**src/rtl/alu_mdu_seq.sv**
```systemverilog
// alu_mdu_seq: RV32IM execute unit; 1-cycle ALU, 2-cycle MUL, XLEN+2-cycle restoring DIV.
// IN_READY drops while MUL/DIV is busy; OUT_VALID is a one-cycle pulse with no back-pressure.
module alu_mdu_seq #(
  parameter int XLEN    = 32,
  parameter int SHAMT_W = 5
) (
  input  logic            CLK,
  input  logic            RESET,
  input  logic            IN_VALID,
  output logic            IN_READY,
  input  logic [XLEN-1:0] OP1,
  input  logic [XLEN-1:0] OP2,
  input  logic [4:0]      ALU_OP,
  input  logic            FLUSH,
  output logic            OUT_VALID,
  output logic [XLEN-1:0] RESULT,
  output logic            ZERO,
  output logic            SIGN_BIT,
  output logic            SLTU_BIT
);

  localparam int CW = SHAMT_W + 1;
  localparam logic [CW-1:0] CNT_LAST = CW'(XLEN);

  typedef enum logic [1:0] {S_IDLE, S_MUL, S_DIV} state_t;

  state_t            state_q, state_d;
  logic [CW-1:0]     cnt_q, cnt_d;
  logic [1:0]        op_q, op_d;
  logic [XLEN-1:0]   a_q, a_d, b_q, b_d;
  logic [XLEN-1:0]   rem_q, rem_d, quo_q, quo_d, dvs_q, dvs_d;
  logic              out_valid_q, out_valid_d;
  logic [XLEN-1:0]   result_q, result_d;
  logic              sltu_q, sltu_d;

  logic [SHAMT_W-1:0] shamt;
  logic [XLEN-1:0]    alu_res;
  logic               in_mul, in_div, op1_neg, op2_neg, accept;
  logic               m_sa, m_sb;
  logic [2*XLEN-1:0]  pa, pb, prod;
  logic [XLEN-1:0]    mul_res;
  logic [XLEN:0]      sh, diff;
  logic               d_an, d_bn;
  logic [XLEN-1:0]    q_fix, r_fix, div_res;

  assign shamt = OP2[SHAMT_W-1:0];

  always_comb begin
    alu_res = '0;
    case (ALU_OP)
      5'd0:  alu_res = OP1 + OP2;
      5'd1:  alu_res = OP1 << shamt;
      5'd2:  alu_res = {{(XLEN-1){1'b0}}, ($signed(OP1) < $signed(OP2))};
      5'd3:  alu_res = {{(XLEN-1){1'b0}}, (OP1 < OP2)};
      5'd4:  alu_res = OP1 ^ OP2;
      5'd5:  alu_res = OP1 >> shamt;
      5'd13: alu_res = $unsigned($signed(OP1) >>> shamt);
      5'd6:  alu_res = OP1 | OP2;
      5'd7:  alu_res = OP1 & OP2;
      5'd16: alu_res = OP2;
      default: alu_res = '0;
    endcase
  end

  assign in_mul   = (ALU_OP[4:2] == 3'b101);
  assign in_div   = (ALU_OP[4:2] == 3'b110);
  assign op1_neg  = ~ALU_OP[0] & OP1[XLEN-1];
  assign op2_neg  = ~ALU_OP[0] & OP2[XLEN-1];
  assign IN_READY = (state_q == S_IDLE);
  assign accept   = IN_VALID & IN_READY & ~FLUSH;

  // MULH and MULHSU treat OP1 as signed; only MULH treats OP2 as signed.
  assign m_sa    = (op_q == 2'b01) || (op_q == 2'b10);
  assign m_sb    = (op_q == 2'b01);
  assign pa      = {{XLEN{m_sa & a_q[XLEN-1]}}, a_q};
  assign pb      = {{XLEN{m_sb & b_q[XLEN-1]}}, b_q};
  assign prod    = pa * pb;
  assign mul_res = (op_q == 2'b00) ? prod[XLEN-1:0] : prod[2*XLEN-1:XLEN];

  // Restoring step: a clear borrow bit means the shifted remainder covers the divisor.
  assign sh   = {rem_q, quo_q[XLEN-1]};
  assign diff = sh - {1'b0, dvs_q};

  assign d_an    = ~op_q[0] & a_q[XLEN-1];
  assign d_bn    = ~op_q[0] & b_q[XLEN-1];
  assign q_fix   = (b_q == '0) ? '1  : ((d_an ^ d_bn) ? -quo_q : quo_q);
  assign r_fix   = (b_q == '0) ? a_q : (d_an ? -rem_q : rem_q);
  assign div_res = op_q[1] ? r_fix : q_fix;

  always_comb begin
    state_d     = state_q;
    cnt_d       = cnt_q;
    op_d        = op_q;
    a_d         = a_q;
    b_d         = b_q;
    rem_d       = rem_q;
    quo_d       = quo_q;
    dvs_d       = dvs_q;
    out_valid_d = 1'b0;
    result_d    = result_q;
    sltu_d      = sltu_q;
    case (state_q)
      S_IDLE: begin
        if (accept) begin
          op_d = ALU_OP[1:0];
          a_d  = OP1;
          b_d  = OP2;
          if (in_mul) begin
            state_d = S_MUL;
          end else if (in_div) begin
            state_d = S_DIV;
            cnt_d   = '0;
            rem_d   = '0;
            quo_d   = op1_neg ? -OP1 : OP1;
            dvs_d   = op2_neg ? -OP2 : OP2;
          end else begin
            out_valid_d = 1'b1;
            result_d    = alu_res;
            sltu_d      = (OP1 < OP2);
          end
        end
      end
      S_MUL: begin
        out_valid_d = 1'b1;
        result_d    = mul_res;
        sltu_d      = (a_q < b_q);
        state_d     = S_IDLE;
      end
      S_DIV: begin
        if (cnt_q == CNT_LAST) begin
          out_valid_d = 1'b1;
          result_d    = div_res;
          sltu_d      = (a_q < b_q);
          state_d     = S_IDLE;
        end else begin
          cnt_d = cnt_q + CW'(1);
          if (!diff[XLEN]) begin
            rem_d = diff[XLEN-1:0];
            quo_d = {quo_q[XLEN-2:0], 1'b1};
          end else begin
            rem_d = sh[XLEN-1:0];
            quo_d = {quo_q[XLEN-2:0], 1'b0};
          end
        end
      end
      default: state_d = S_IDLE;
    endcase
    // A flush beats a completing op in the same cycle.
    if (FLUSH) begin
      state_d     = S_IDLE;
      out_valid_d = 1'b0;
      result_d    = result_q;
      sltu_d      = sltu_q;
    end
  end

  always_ff @(posedge CLK or negedge RESET) begin
    if (!RESET) begin
      state_q     <= S_IDLE;
      cnt_q       <= '0;
      op_q        <= '0;
      a_q         <= '0;
      b_q         <= '0;
      rem_q       <= '0;
      quo_q       <= '0;
      dvs_q       <= '0;
      out_valid_q <= 1'b0;
      result_q    <= '0;
      sltu_q      <= 1'b0;
    end else begin
      state_q     <= state_d;
      cnt_q       <= cnt_d;
      op_q        <= op_d;
      a_q         <= a_d;
      b_q         <= b_d;
      rem_q       <= rem_d;
      quo_q       <= quo_d;
      dvs_q       <= dvs_d;
      out_valid_q <= out_valid_d;
      result_q    <= result_d;
      sltu_q      <= sltu_d;
    end
  end

  assign OUT_VALID = out_valid_q;
  assign RESULT    = result_q;
  assign ZERO      = (result_q == '0);
  assign SIGN_BIT  = result_q[XLEN-1];
  assign SLTU_BIT  = sltu_q;

endmodule

```
**config.mk**
```make
export PLATFORM = sky130hd
export DESIGN_NAME = alu_mdu_seq
export DESIGN_NICKNAME = d
export VERILOG_FILES = /design/src/rtl/alu_mdu_seq.sv
export SDC_FILE = /design/constraint.sdc
export NUM_CORES = 2
export LEC_CHECK = 0
export ABC_AREA = 1
export ABC_CLOCK_PERIOD_IN_PS = 10950
export BUFFER_PORTS_ARGS = -buffer_cell sky130_fd_sc_hd__buf_2
export CORE_MARGIN = 4
export CORE_UTILIZATION = 40
export CTS_CLUSTER_SIZE = 24
export DETAILED_ROUTE_END_ITERATION = 16
export HOLD_SLACK_MARGIN = 0.1
export PLACE_DENSITY = 0.59
export RECOVER_POWER = 100
export REMOVE_ABC_BUFFERS = 1
export SLEW_MARGIN = 0
export SYNTH_ARGS = -nofsm -noshare
export SYNTH_HDL_FRONTEND = slang
export SYNTH_SLANG_ARGS = --single-unit
```
**constraint.sdc**
```tcl
create_clock -name CLK -period 10.95 [get_ports CLK]
set_clock_uncertainty 0.15 [all_clocks]
set_input_delay 1.6425 -clock CLK [delete_from_list [all_inputs] [get_ports CLK]]
set_output_delay 1.6425 -clock CLK [all_outputs]
set_load 0.02 [all_outputs]
```
======== Yosys cells after proc, flatten, opt, wreduce, memory -nomap -nowiden ========
Cells that the tools add are included.
operators by class
  magnitude comparators ................... 3
  eq/ne operators ......................... 25
  bitwise operators ....................... 16
  $mul .................................... 1
  reductions and logical operators ........ 13
  shift operators ......................... 3
  add/sub/neg operators ................... 7
  multiplexer cells ....................... 48
operators by type and width
  operator            number
  $mux 32             21
  $pmux 32 s10        1
  $neg 32->32         4
  $pmux 32 s2         2
  $lt 32x32->1        3
  $pmux 32 s3         1
  $logic_not 32->1    2
  $mul 33x33->64      1
  $sub 33x32->33      1
  $add 32x32->32      1
  $and 32x32->32      1
  $or 32x32->32       1
  $shl 32x5->32       1
  $shr 32x5->32       1
  $sshr 32x5->32      1
  $xor 32x32->32      1
  $mux 6              4
  $eq 5x3->1 const B  4
  $pmux 6 s2          1
  $eq 5x2->1 const B  2
  $mux 1              10
  $mux 2              5
  $and 1x1->1         8
  $ne 2x2->1 const B  4
  26 further kinds    35
storage, ports and cells
  register bits after elaboration ......... 204
  input bits .............................. 73
  word-level logic and storage cells ...... 127

======== Logic depth before layout (Yosys ltp) ========
  word-level depth ........................ 8
  gate-level depth with buffers ........... 39

======== Worst setup path before layout ========
No wires, ideal clock.
  path kind ............................... reg2reg
  start ................................... register op_q[1]
  end ..................................... register result_q[30] (netlist: RESULT[30])
  buffers on the path ..................... 2
  arrival time ............................ 8039 ps
  slack ................................... 2684 ps
  stages on the path, launching flop included .. 36
  clock period less this slack ............ 8266 ps
  library setup time ...................... 77 ps
  cell sequence ........................... dfrtp_1 inv_1 clkbuf_1 ha_1 nand2_1 clkbuf_1 nor2_1 fa_1 inv_1 fa_1 inv_1 fa_1 inv_1 fa_1 fa_1 inv_1 fa_1 inv_1 fa_1 fa_1 inv_1 ha_1 inv_1 nor3_1 inv_1 nor2_1 nand2_1 nor3_1 nand2_1 nand2_1 nand2_1 nand3_1 nand2_1 nand2_1 nand2_1 a21oi_1
on the way
  longest elaborated chain between the ends .. 6
  elaborated cells between the ends (all ways) .. 11
  those cells by class .................... mul (1); eq/ne (2); mux (4); bitwise (2); reduce/logical (2)
RTL lines
  item                                             line    text
  start: declaration                               29      logic [1:0] op_q, op_d;
  start signal: assignment                         173     op_q <= op_d;
  $eq 2x1->1 / $eq 2x2->1 (equally long branches)  73, 74
  $logic_or 1x1->1                                 73      assign m_sa = (op_q == 2'b01) || (op_q == 2'b10);
  $and 1x1->1                                      75      assign pa = {{XLEN{m_sa & a_q[XLEN-1]}}, a_q};
  $mul 33x33->64                                   77      assign prod = pa * pb;
  $mux 32                                          78      assign mul_res = (op_q == 2'b00) ? prod[XLEN-1:0] : prod[2*XLEN-1:XLEN];
  $pmux 32 s3 (*)                                  102     case (state_q)
  end signal: assignment                           180     result_q <= result_d;
  end: declaration                                 33      logic [XLEN-1:0] result_q, result_d;
Mark *: on every way between the ends. The rest lies on a longest branch, timed or not. The select of a mux whose other input is x is not followed.
A chain may end at the register's enable or synchronous reset.

======== Worst setup path in the final report ========
  start ................................... register b_q[10]
  end ..................................... register result_q[2] (netlist: RESULT[2])
on the way
  longest elaborated chain between the ends .. 5
  elaborated cells between the ends (all ways) .. 8
  those cells by class .................... mul (1); mux (6); reduce/logical (1)
RTL lines
  item                                                    line  text
  start: declaration                                      30    logic [XLEN-1:0] a_q, a_d, b_q, b_d;
  start signal: assignment                                163   b_q <= '0;
  start signal: assignment                                175   b_q <= b_d;
  branches (longest 4 deep; another with $mul 33x33->64)  --
  $pmux 32 s3 (*)                                         102
Every way passes the cells marked *. The select of a mux whose other input is x is not followed.

==> impl_metrics.toml <==
[timing]
setup_tns_ns = 0
tightestPinTransition_ns = 5.855
setup_viol = 0
relSlewSlack = -2.904
period_share = 0.9184
rsz0062_at_grt = "no"
hold_violations = 0
final.min_clock_period_ns = 10.06
drv_slew = 457
max_clock_freq_mhz = 99.43

[layout]
nNetsFinal = 10450
drive_gt1_frac = 0.03738
fill_cells = 16770
regArea_mm2 = 0.005110
fin_util = 0.4248
instances_no_fill = 10940
area_growth_pct = 5.707
finalInstanceArea_mm2 = 0.06721
multiInputGateArea_mm2 = 0.04891

[critical_path]
r2r_start = "b_q[10]"
crit_fanout = 19
cp.arrival_ns = 10.44
worstSetupPathType = "register to register"
startpoint = "b_q[10]"
required_ns = 11.33
start_kind = "register"
critical_path.max_stage_delay_ns = 1.01
endpoint_kind = "register"
slowest_stage = "clkbuf_1"

[cts]
clk-insertion-delay-late_ns = 0.61
cts_buffers = 29
clock_sinks = 204
cts-root-buf = "clkbuf_16"
cts_setup_buffers = 0
cts_resized = 0
cts_hold_buf = 0
clk_pin_slew_worst_paths_ns = 0.07
cts_tree = "yes"
h-tree-depth = 1
clk_path_buf_depth = 3

[synth]
syn_avg_cell_area_um2 = 7.096
yosys_warnings = 0
netlist.area_leader.share = 0.3549
synthTopCellsByArea = "fa_1 35%, nand2_1 14%, inv_1 12%, ha_1 8.2%, dfrtp_1 8.0%"
yosysTopAreaCell = "fa_1"
async_flop_share = 1.000
synth-seq-cells = 204
yosys-top-cells-count = "2,407 x nand2_1, 2,071 x inv_1, 1,127 x fa_1, 472 x o21ai_0, 469 x nor2_1"
synth_ff_type = "dfrtp_1"
syn_inst = 8959
synth_edf_count = 0
yosys.cell_types.count = 60
ys_seq_area_frac = 0.08029
synth.most_common_cell = "nand2_1"
synth.cell_area_mm2 = 0.06358

[place]
dpl_cell_area_mm2 = 0.06634
dp.cells = 10870
dp_hpwl_um = 227800
gp_congestion = 1.067
io_buffers = 109

[route]
drtPass1Iterations = 8
drt_iter0_drc = 6027
drt-total-wl_um = 275000
drc = 0
ant_nets = 0
vias = 60050
wl_per_cell_um = 25.13
viasPerCell = 5.489

[global_route]
grt_max_degree = 86
grt_pass1_wl_um = 406800
overflow = 0
antenna_found_initial = 19
track_usage = 0.3331
grt_pass1_vias = 60430

[worst_hold_path]
hp-start = "dvs_q[29]"
hold_class = "register to register"

[floorplanning]
coreArea_mm2 = 0.1582
placementRows = 146
pin_count = 110
start_util = 0.4019
die_w_um = 406.7
die_y_um = 406.7
die-area_mm2 = 0.1654

[status]
status = "finished, violations left"
violations = "capacitance limit, slew limit"

[flow_run]
maxCapViolCount = 8
area by class of cell:
cell class / count / share of cell area
clock inverter: 21 / 0.003128
antenna: 12 / 0.0004468
tap: 2072 / 0.03858
multi-input combinational: 6239 / 0.7278
inverter: 2082 / 0.1163
clock buffer: 33 / 0.01102
sequential: 204 / 0.07603
timing repair buffer: 277 / 0.02672
cell families after synthesis:
logic type | share of synthesized area
AO/OA/AOI/OAI | 0.09504
XOR/XNOR | 0.01598
adder cells (fa/ha/maj) | 0.4365
buffers and inverters | 0.1504
flip-flops | 0.08029
multiplexers | 0.0007872
AND/OR/NAND/NOR | 0.2210
metrics by stage:
stage               setup slack, ns  hold slack (ns)
CTS                           1.449           0.3432
finish                       0.8930           0.3373
floorplan                     2.243           0.3030
global route                 0.4696           0.3614
global placement              1.575           0.3194
detailed placement            1.505           0.3270
worst max-delay path: cells and delay by family, from the launching register on:
kind                     cells  cell delay [ns]
adder cells (fa/ha/maj)     10             4.61
flip-flops                   1             0.70
buffers and inverters        7             1.75
AO/OA/AOI/OAI                1             0.28
AND/OR/NAND/NOR             12             2.44
registers in the layout (all words and copies together), names as in the netlist:
register and cells:
OUT_VALID 1, RESULT 32, SLTU_BIT 1, a_q 32, b_q 32, cnt_q 6, dvs_q 32, op_q 2
quo_q 32, rem_q 32, state_q 2
placed cells by master (no fill, tap or decap), drive strengths merged, types with 10 or more instances in the layout:
master | netlist | layout
nand4 | 61 | 61
or2 | 16 | 16
nand2 | 2409 | 2409
o211ai | 54 | 54
xor2 | 93 | 93
nor4 | 30 | 30
clkbuf | 354 | 79
a31oi | 16 | 16
o221ai | 11 | 11
fa | 1127 | 1127
xnor2 | 23 | 23
o21a | 11 | 11
o22ai | 49 | 49
inv | 2075 | 2079
o21bai | 31 | 31
clkinv | 7 | 16
dfrtp | 204 | 204
nor3 | 75 | 75
o31ai | 10 | 10
ha | 415 | 415
diode | 0 | 12
nor2 | 477 | 477
o21ai | 487 | 487
buf | 80 | 231
a21oi | 401 | 401
nand3 | 383 | 383
metal layers:
layer | up-vias | GRT usage | part of all wire
li1 | 26570 | - | -
met1 | 30380 | 0.4703 | 0.43
met2 | 2645 | 0.5190 | 0.44
met3 | 447 | 0.04675 | 0.082
met4 | 2 | 0.1274 | 0.048
met5 | - | 0 | 0.000047
worst paths after layout:
check | end | cells past startpoint | slack, ns
max reg2reg | RESULT[2] | 30 | 0.89
min in group asynchronous | rem_q[19] | 1 | 3.06
max | RESULT[2] | 30 | 0.89
min reg2reg | dvs_q[29] | 2 | 0.34
max in group asynchronous | a_q[14] | 3 | 1.65
min | dvs_q[29] | 2 | 0.34
Power is not shown: default switching activity piles up to over one toggle a cycle in this logic, so the estimate is an artifact.
